===== config.mk =====
export PLATFORM = sky130hd
export DESIGN_NAME = dmem_arbiter
export DESIGN_NICKNAME = d
export VERILOG_FILES = /design/src/rtl/dmem_arb_pkg.sv /design/src/rtl/dmem_arb_starve.sv /design/src/rtl/dmem_arbiter.sv
export SDC_FILE = /design/constraint.sdc
export NUM_CORES = 1
export LEC_CHECK = 0
export ABC_AREA = 1
export CAP_MARGIN = 20
export CORE_MARGIN = 3
export CORE_UTILIZATION = 46
export DETAILED_ROUTE_END_ITERATION = 8
export PLACE_DENSITY = 0.83
export SYNTH_ARGS = -nofsm -noshare
export SYNTH_HDL_FRONTEND = slang
export SYNTH_SLANG_ARGS = --single-unit

===== constraint.sdc =====
create_clock -name clk -period 2.8 [get_ports clk]
set_input_delay 0.42 -clock clk [delete_from_list [all_inputs] [get_ports clk]]
set_output_delay 0.42 -clock clk [all_outputs]
set_load 0.01 [all_outputs]

===== src/rtl/dmem_arb_pkg.sv =====
// Shared types and helpers for the data-memory arbiter: FSM states,
// transaction owner id, RISC-V load/store funct3 codes and alignment check.
package dmem_arb_pkg;

    typedef enum logic [1:0] {IDLE, ACCESS, RESP} arb_state_t;
    typedef enum logic {OWN_CORE, OWN_DMA} owner_t;

    localparam logic [2:0] F3_LB  = 3'b000;
    localparam logic [2:0] F3_LH  = 3'b001;
    localparam logic [2:0] F3_LW  = 3'b010;
    localparam logic [2:0] F3_LBU = 3'b100;
    localparam logic [2:0] F3_SB  = 3'b000;
    localparam logic [2:0] F3_SH  = 3'b001;
    localparam logic [2:0] F3_SW  = 3'b010;

    function automatic logic is_misaligned(input logic [2:0] funct3, input logic [1:0] addr);
        logic m;
        m = 1'b0;
        if (funct3 == F3_LW || funct3 == F3_SW)
            m = |addr;
        else if (funct3 == F3_LH || funct3 == F3_SH)
            m = addr[0];
        else if (funct3 == F3_LB || funct3 == F3_SB || funct3 == F3_LBU)
            m = 1'b0;
        return m;
    endfunction

endpackage


===== src/rtl/dmem_arb_starve.sv =====
// Saturating count of arbitrations the DMA port has lost to the core;
// starve forces the next DMA request to win.
module dmem_arb_starve #(
    parameter int MAX_WAIT = 8
) (
    input  logic clk,
    input  logic rst_n,
    input  logic inc,
    input  logic clr,
    output logic starve
);

    localparam int CW = $clog2(MAX_WAIT + 1);

    logic [CW-1:0] cnt;

    always_ff @(posedge clk or negedge rst_n) begin
        if (!rst_n)
            cnt <= '0;
        else if (clr)
            cnt <= '0;
        else if (inc && cnt != CW'(MAX_WAIT))
            cnt <= cnt + 1'b1;
    end

    assign starve = (cnt == CW'(MAX_WAIT));

endmodule


===== src/rtl/dmem_arbiter.sv =====
// Two-port (core / DMA) arbiter in front of the single data-memory port.
// Define DMEM_ARB_STATS_EN to add saturating grant and error counters.
module dmem_arbiter
    import dmem_arb_pkg::*;
#(
    parameter int DM_ADDRESS = 9,
    parameter int DATA_W     = 32,
    parameter int ACC_LAT    = 1,
    parameter int MAX_WAIT   = 8
) (
    input  logic                  clk,
    input  logic                  rst_n,
    input  logic                  c_req,
    input  logic                  c_we,
    input  logic [DM_ADDRESS-1:0] c_addr,
    input  logic [DATA_W-1:0]     c_wdata,
    input  logic [2:0]            c_funct3,
    output logic                  c_gnt,
    output logic                  c_rvalid,
    output logic [DATA_W-1:0]     c_rdata,
    output logic                  c_err,
    input  logic                  d_req,
    input  logic                  d_we,
    input  logic [DM_ADDRESS-1:0] d_addr,
    input  logic [DATA_W-1:0]     d_wdata,
    input  logic [2:0]            d_funct3,
    output logic                  d_gnt,
    output logic                  d_rvalid,
    output logic [DATA_W-1:0]     d_rdata,
    output logic                  d_err,
    output logic                  MemRead,
    output logic                  MemWrite,
    output logic [DM_ADDRESS-1:0] a,
    output logic [DATA_W-1:0]     wd,
    output logic [2:0]            Funct3,
    input  logic [DATA_W-1:0]     rd
`ifdef DMEM_ARB_STATS_EN
    ,
    output logic [15:0]           c_cnt,
    output logic [15:0]           d_cnt,
    output logic [15:0]           err_cnt
`endif
);

    localparam int LW = (ACC_LAT > 1) ? $clog2(ACC_LAT) : 1;

    arb_state_t            state, nstate;
    owner_t                own;
    logic                  r_we, r_err;
    logic [DM_ADDRESS-1:0] r_addr;
    logic [DATA_W-1:0]     r_wdata;
    logic [2:0]            r_f3;
    logic [LW-1:0]         lat;

    logic                  starve, c_win, d_win, grant, g_we, g_mis, in_acc, in_resp;
    logic [DM_ADDRESS-1:0] g_addr;
    logic [DATA_W-1:0]     g_wdata;
    logic [2:0]            g_f3;

    // A starving DMA request beats the core; otherwise DMA only wins an idle core.
    assign d_win  = (state == IDLE) & d_req & (starve | ~c_req);
    assign c_win  = (state == IDLE) & c_req & ~d_win;
    assign grant  = c_win | d_win;
    assign c_gnt  = c_win;
    assign d_gnt  = d_win;

    assign g_we    = d_win ? d_we     : c_we;
    assign g_addr  = d_win ? d_addr   : c_addr;
    assign g_wdata = d_win ? d_wdata  : c_wdata;
    assign g_f3    = d_win ? d_funct3 : c_funct3;
    assign g_mis   = is_misaligned(g_f3, g_addr[1:0]);

    dmem_arb_starve #(.MAX_WAIT(MAX_WAIT)) u_starve (
        .clk    (clk),
        .rst_n  (rst_n),
        .inc    (c_win & d_req),
        .clr    (d_win),
        .starve (starve)
    );

    always_comb begin
        nstate = state;
        unique case (state)
            IDLE:    if (grant) nstate = g_mis ? RESP : ACCESS;
            ACCESS:  if (lat == '0) nstate = RESP;
            RESP:    nstate = IDLE;
            default: nstate = IDLE;
        endcase
    end

    always_ff @(posedge clk or negedge rst_n) begin
        if (!rst_n) begin
            state   <= IDLE;
            own     <= OWN_CORE;
            r_we    <= 1'b0;
            r_err   <= 1'b0;
            r_addr  <= '0;
            r_wdata <= '0;
            r_f3    <= '0;
            lat     <= '0;
            c_rdata <= '0;
            d_rdata <= '0;
        end else begin
            state <= nstate;
            if (grant) begin
                own     <= d_win ? OWN_DMA : OWN_CORE;
                r_we    <= g_we;
                r_err   <= g_mis;
                r_addr  <= g_addr;
                r_wdata <= g_wdata;
                r_f3    <= g_f3;
                lat     <= LW'(ACC_LAT - 1);
                if (g_mis) begin
                    if (d_win) d_rdata <= '0;
                    else       c_rdata <= '0;
                end
            end else if (state == ACCESS) begin
                if (lat != '0)
                    lat <= lat - 1'b1;
                else if (own == OWN_DMA)
                    d_rdata <= r_we ? '0 : rd;
                else
                    c_rdata <= r_we ? '0 : rd;
            end
        end
    end

    // Memory strobes are decoded from state so reset removes them immediately.
    assign in_acc   = (state == ACCESS);
    assign in_resp  = (state == RESP);
    assign MemRead  = in_acc & ~r_we;
    assign MemWrite = in_acc & r_we;
    assign a        = in_acc ? r_addr  : '0;
    assign wd       = in_acc ? r_wdata : '0;
    assign Funct3   = in_acc ? r_f3    : '0;

    assign c_rvalid = in_resp & (own == OWN_CORE);
    assign d_rvalid = in_resp & (own == OWN_DMA);
    assign c_err    = c_rvalid & r_err;
    assign d_err    = d_rvalid & r_err;

`ifdef DMEM_ARB_STATS_EN
    always_ff @(posedge clk or negedge rst_n) begin
        if (!rst_n) begin
            c_cnt   <= '0;
            d_cnt   <= '0;
            err_cnt <= '0;
        end else begin
            if (c_win && c_cnt != 16'hFFFF)             c_cnt   <= c_cnt + 16'd1;
            if (d_win && d_cnt != 16'hFFFF)             d_cnt   <= d_cnt + 16'd1;
            if (in_resp && r_err && err_cnt != 16'hFFFF) err_cnt <= err_cnt + 16'd1;
        end
    end
`endif

endmodule

==> metrics.csv, run 1 <==
metric;value;unit
yosysWarnings;0;
worstMarginPinSlew;0.614;ns
place.gp.congestion;0.826;
netlist_area;5610;um^2
cts_buffers;17;
overflow;0;
startpoint_type;flop;
area_delta_synth_final;56.2;%
finalNonFillerCells;1106;
post-place-cells;1068;
io_pins;242;
cts_tree;built;
worst_ep_arrival_time;2.23;ns
drive_gt1_frac;0.0789;
num_antenna_cells;0;
slew_headroom;0.590;
synthCells;712;
port-buffer-count;241;
post-route-period-util;0.947;
drtPass1Iterations;5;
grt_pass1_wl;26800;um
finalMaxSlewViolations;0;
rsz0062_at_grt;no;
grt.total_usage;0.257;
worst-setup-path-type;reg2out;
fillers;839;
final-hold-violation-count;0;
start_util;0.481;
setup_tns;0;ns
core_area;11700;um^2
antenna_found_initial;0;
viasPerCell;5.05;
p_leak;4.26;nW
synth_edf_count;0;
clock_skew;0.00672;ns
clk_pin_slew;0.06;ns
synth_area_leaders;dfrtp_1 (52%), nand2_1 (17%), nand3_1 (6.9%);
p_per_area;1080;nW/um^2
grt_pass1_vias;5277;
clock_latency;0.41;ns
vias;5581;
h-tree-depth;4;
period_needed;2.65;ns
drtIter0Drc;520;
synthFlopType;dfrtp_1;
avgSynthCellArea;7.88;um^2
synth-seq-cells;117;
synth_fp_nets;840;
detail_route.wl_per_cell;15.7;um
hold_path.class;in2async;
fmax;377;MHz
root_buffer;clkbuf_16;
ys_types;28;
dp_hpwl;11700;um
end_kind;primary output;
async_flop_share;1.00;
max_cap_viol_count;0;
setup_viol_count_final;0;
drc;0;
die_width;116;um
synth_top_area_frac;0.522;
nNetsFinal;1078;
required;2.38;ns
grt_start_max_net_pins;61;
crit_fanout;6;
drtAntennaViolNets;0;
die-area;13600;um^2
fin_ws;0.149;ns
synth-seq-area-share;0.522;
rows;39;
yosysMostFrequentCell;nand2_1;
pre_cts_ws;0.209;ns
routed_wl;17300;um
ys_top_cells_by_count;nand2_1 (259), dfrtp_1 (117), nand3_1 (77);
fp.dieH;116;um
clk_path_buf_depth;2;
vdd_drop_max;726;uV
synth.largest_area_cell;dfrtp_1;
status;completed;
cts.sinks;117;
-- routing by layer --
metal,vias up,part of all wire,GRT usage
met4,0,0.026,0.0974
met1,2634,0.41,0.335
met2,216,0.50,0.419
met5,-,0,0
li1,2698,-,-
met3,33,0.060,0.0591
-- power breakdown --
part	leakage [nW]	internal [mW]	total (mW)	switching [mW]
Sequential	1.50	2.39	2.70	0.310
Combinational	2.46	1.89	4.51	2.62
Clock	0.290	1.47	2.24	0.779
Total	4.26	5.75	9.46	3.71
-- what timing repair did --
action                                 4_1_cts  5_1_grt
hold buffers                                 1        0
resized for setup                            0        0
buffers inserted                             0        5
setup endpoints to repair                    0        1
endpoints found under the hold margin        8        0
-- final timing paths --
kind | start | to | slack, ns | cells after the start
setup / recovery | u_starve.cnt[0] | c_gnt | 0.15 | 8
hold / removal | rst_n | r_wdata[8] | 0.38 | 2
setup reg to reg | u_starve.cnt[0] | c_rdata[11] | 0.34 | 14
hold reg to reg | c_rdata[22] | c_rdata[22] | 0.47 | 2
max in group asynchronous | rst_n | d_rdata[13] | 1.58 | 3
min in group clk | c_rdata[22] | c_rdata[22] | 0.47 | 2
-- layout make-up --
cell class / count / area, um^2 / share of cell area
Sequential cell: 117 / 2930 / 0.334
Inverter: 97 / 368 / 0.0420
Timing Repair Buffer: 261 / 2590 / 0.295
Clock buffer: 20 / 467 / 0.0533
Multi-Input combinational cell: 456 / 2080 / 0.238
Tap cell: 143 / 179 / 0.0204
Clock inverter: 12 / 151 / 0.0173
-- worst max-delay path: stages (launching register included) --
cell and delay (ns):
dfrtp_1 0.35, inv_1 0.09, ha_1 0.21, nand3_1 0.07, nand2_1 0.15, nand2_4 0.16, inv_4 0.05, nor2_4 0.17
clkdlybuf4s50_1 0.56
-- placed cells by master (no fill, tap or decap), types with 2 or more instances in the layout --
cell / netlist / routed
ha_1: 2 / 2
nand3_2: 2 / 2
buf_12: 0 / 2
clkbuf_8: 0 / 3
clkinv_2: 1 / 4
a21oi_1: 2 / 2
clkdlybuf4s50_1: 0 / 240
nor4_1: 3 / 3
clkbuf_16: 0 / 17
o211ai_1: 40 / 40
bufinv_16: 0 / 3
nor2_4: 2 / 2
nor2_2: 2 / 2
nand2_2: 3 / 3
inv_1: 70 / 70
inv_2: 9 / 9
nand3b_1: 2 / 2
buf_4: 0 / 18
nand2_1: 259 / 259
clkinvlp_4: 0 / 5
o21ai_0: 9 / 9
nor2_1: 47 / 47
nor3_1: 2 / 2
clkinv_1: 16 / 16
dfrtp_1: 117 / 117
nand3_1: 77 / 77
-- metrics by stage --
stage / hold WS (ns) / util / cell area (um^2) / total power, mW
after floorplan: 0.124 / - / 5610 / 5.23
after global placement: 0.259 / 0.694 / 8100 / 7.08
after detailed placement: 0.260 / 0.694 / 8100 / 7.16
after CTS: 0.371 / 0.748 / 8720 / 9.46
after global routing: 0.396 / 0.751 / 8760 / 10.1
final: 0.382 / 0.751 / 8760 / 9.46
-- logic make-up after synthesis --
group | share of synthesized area
adders and majority gates | 0.00446
DFF | 0.522
buffers and inverters | 0.107
and+or+nand+nor | 0.299
AOI/OAI and AO/OA | 0.0678
-- flip-flops by register name, summed over array words and instances (netlist names) --
register,count
c_rdata,32
d_rdata,32
r_wdata,32
r_addr,9
u_starve.cnt,4
r_f3,3
state,2
own,1
r_err,1
r_we,1
No activity file was read; power rests on OpenSTA's default activity.
==> run 2, diff against run 1 <==
--- a/config.mk
+++ b/config.mk
@@ -8,9 +8,9 @@
 export ABC_AREA = 1
 export CAP_MARGIN = 20
 export CORE_MARGIN = 3
-export CORE_UTILIZATION = 46
+export CORE_UTILIZATION = 30
 export DETAILED_ROUTE_END_ITERATION = 8
-export PLACE_DENSITY = 0.83
+export PLACE_DENSITY = 0.57
 export SYNTH_ARGS = -nofsm -noshare
 export SYNTH_HDL_FRONTEND = slang
 export SYNTH_SLANG_ARGS = --single-unit
==> run 2 against run 1 <==
Wire length rose by 5.2%. Sequential power about the same. Critical path depth increased by 1. Global-route usage shrank 7.4 points. Critical endpoint unchanged. Largest power group unchanged. Critical path type unchanged.
==> metrics.csv, run 2 (synthesized netlist as in run 1, its figures left out) <==
metric;value;unit;change
status;completed;;unchanged
reg.largest.list;c_rdata: 32 flops, d_rdata: 32 flops, r_wdata: 32 flops;;unchanged
p_per_area;1070;nW/um^2;was 1080 nW/um^2
min_path_cells;1;;
die_width;143;um;was 116 um
clock_latency;0.41;ns;about the same
viasPerCell;4.48;;was 5.05
clk_pin_slew;0.06;ns;about the same
pre_cts_ws;0.149;ns;was 0.209 ns
fin_hold_ws;0.465;ns;was 0.382 ns
io_pins;242;;unchanged
period_needed;2.64;ns;was 2.65 ns
fillers;1785;;was 839
vdd_drop_max;445;uV;was 726 uV
place.gp.congestion;0.756;;was 0.826
grt.total_usage;0.183;;was 0.257
multi_input_area;2090;um^2;was 2080 um^2
hold_start;u_starve.cnt[3];;
slew_headroom;0.613;;was 0.590
rr_endpoint;d_rdata[6];;was c_rdata[11]
final-hold-violation-count;0;;unchanged
rows;49;;was 39
hold_path_end;u_starve.cnt[3];;
placed_area;8280;um^2;was 8100 um^2
worst-setup-path-type;reg2out;;unchanged
cts_tree;built;;unchanged
worst_ep_arrival_time;2.22;ns;was 2.23 ns
p_leak;4.28;nW;was 4.26 nW
hold_path.class;reg2reg;;was in2async
clk_path_buf_depth;2;;unchanged
nNetsFinal;1080;;was 1078
port-buffer-count;241;;unchanged
r2r_cells;15;;was 14
root_buffer;clkbuf_16;;unchanged
post-route-period-util;0.943;;was 0.947
final_cell_area;8910;um^2;was 8760 um^2
setup_viol_count_final;0;;unchanged
area_delta_synth_final;58.9;%;was 56.2%
layout_common_cells;nand2_1 (257), clkdlybuf4s50_1 (240), dfrtp_1 (117), nand3_1 (77), inv_1 (70);;was nand2_1 (259), clkdlybuf4s50_1 (240), dfrtp_1 (117), nand3_1 (77), inv_1 (70)
post-place-cells;1159;;was 1068
fp.dieH;143;um;was 116 um
clock_skew;0.00802;ns;was 0.00672 ns
cts_buffers;17;;unchanged
crit_start;u_starve.cnt[0];;unchanged
antenna_found_initial;0;;unchanged
rsz0062_at_grt;no;;unchanged
required;2.38;ns;about the same
rr_startpoint;state[0];;was u_starve.cnt[0]
crit_fanout;8;;was 6
num_antenna_cells;0;;unchanged
grt_pass1_vias;5419;;was 5277
fmax;379;MHz;was 377 MHz
end_kind;primary output;;unchanged
setup_tns;0;ns;unchanged
r2r_slack;0.44;ns;was 0.34 ns
postLayoutCoreUtil;0.491;;was 0.751
detail_route.wl_per_cell;15.3;um;was 15.7 um
grt_start_max_net_pins;50;;was 61
final_common_cell;nand2_1;;unchanged
start_util;0.309;;was 0.481
dp_hpwl;12800;um;was 11700 um
overflow;0;;unchanged
vias;5349;;was 5581
drtAntennaViolNets;0;;unchanged
finalMaxSlewViolations;0;;unchanged
routed_wl;18200;um;was 17300 um
h-tree-depth;4;;unchanged
drc;0;;unchanged
startpoint_type;flop;;unchanged
cts.sinks;117;;unchanged
seq_area;2930;um^2;unchanged
max_cap_viol_count;0;;unchanged
finalNonFillerCells;1194;;was 1106
die-area;20400;um^2;was 13600 um^2
worstMarginPinSlew;0.581;ns;was 0.614 ns
fin_ws;0.160;ns;was 0.149 ns
drtIter0Drc;252;;was 520
grt_pass1_wl;29200;um;was 26800 um
power.total;9.52;mW;was 9.46 mW
drtPass1Iterations;4;;was 5
core_area;18100;um^2;was 11700 um^2
drive_gt1_frac;0.0808;;was 0.0789
-- run 2: area by class of cell --
class	count	area share
sequential	117	0.329
tap	229	0.0321
timing repair buffer	263	0.297
clock buffer	20	0.0501
clock inverter	12	0.0173
inverter	97	0.0413
multi-input combinational	456	0.234
-- run 2: how the worst max path moves through the flow --
stage               cells past startpoint  slack (ns)     endpoint
finish                                  9        0.16        c_gnt
detailed placement                     10        0.15  c_rdata[12]
global placement                       10        0.22  c_rdata[12]
global route                            9        0.01        c_gnt
CTS                                     9        0.03        c_gnt
floorplan                               8        0.93        c_gnt
-- run 2: worst max-delay path: stages (launching register included) --
cell,delay (ns)
dfrtp_1,0.34
inv_1,0.08
ha_1,0.19
nand3_1,0.10
nand2_2,0.11
nand2_4,0.12
inv_4,0.05
nor2_4,0.13
buf_6,0.15
clkdlybuf4s50_1,0.53
-- run 2: power by group --
| group | switching, mW | total (mW) | internal, mW |
|---|---|---|---|
| sequential | 0.314 | 2.71 | 2.39 |
| clock | 0.804 | 2.23 | 1.42 |
| combinational | 2.61 | 4.59 | 1.98 |
| total | 3.73 | 9.52 | 5.79 |
-- run 2: timing repair --
| action | in CTS | in global routing |
|---|---|---|
| endpoints found under the setup margin | 0 | 1 |
| buffers inserted | 0 | 2 |
| hold buffers | 1 | 0 |
| hold endpoints to repair | 21 | 0 |
| gates resized for setup | 0 | 2 |
-- run 2: metal layers --
layer / vias to the layer above / track usage / routed length (um)
met4: 0 / 0.0560 / 263
met3: 16 / 0.0479 / 1020
met5: - / 0 / 0
met1: 2490 / 0.237 / 8030
met2: 149 / 0.300 / 8930
li1: 2694 / - / -
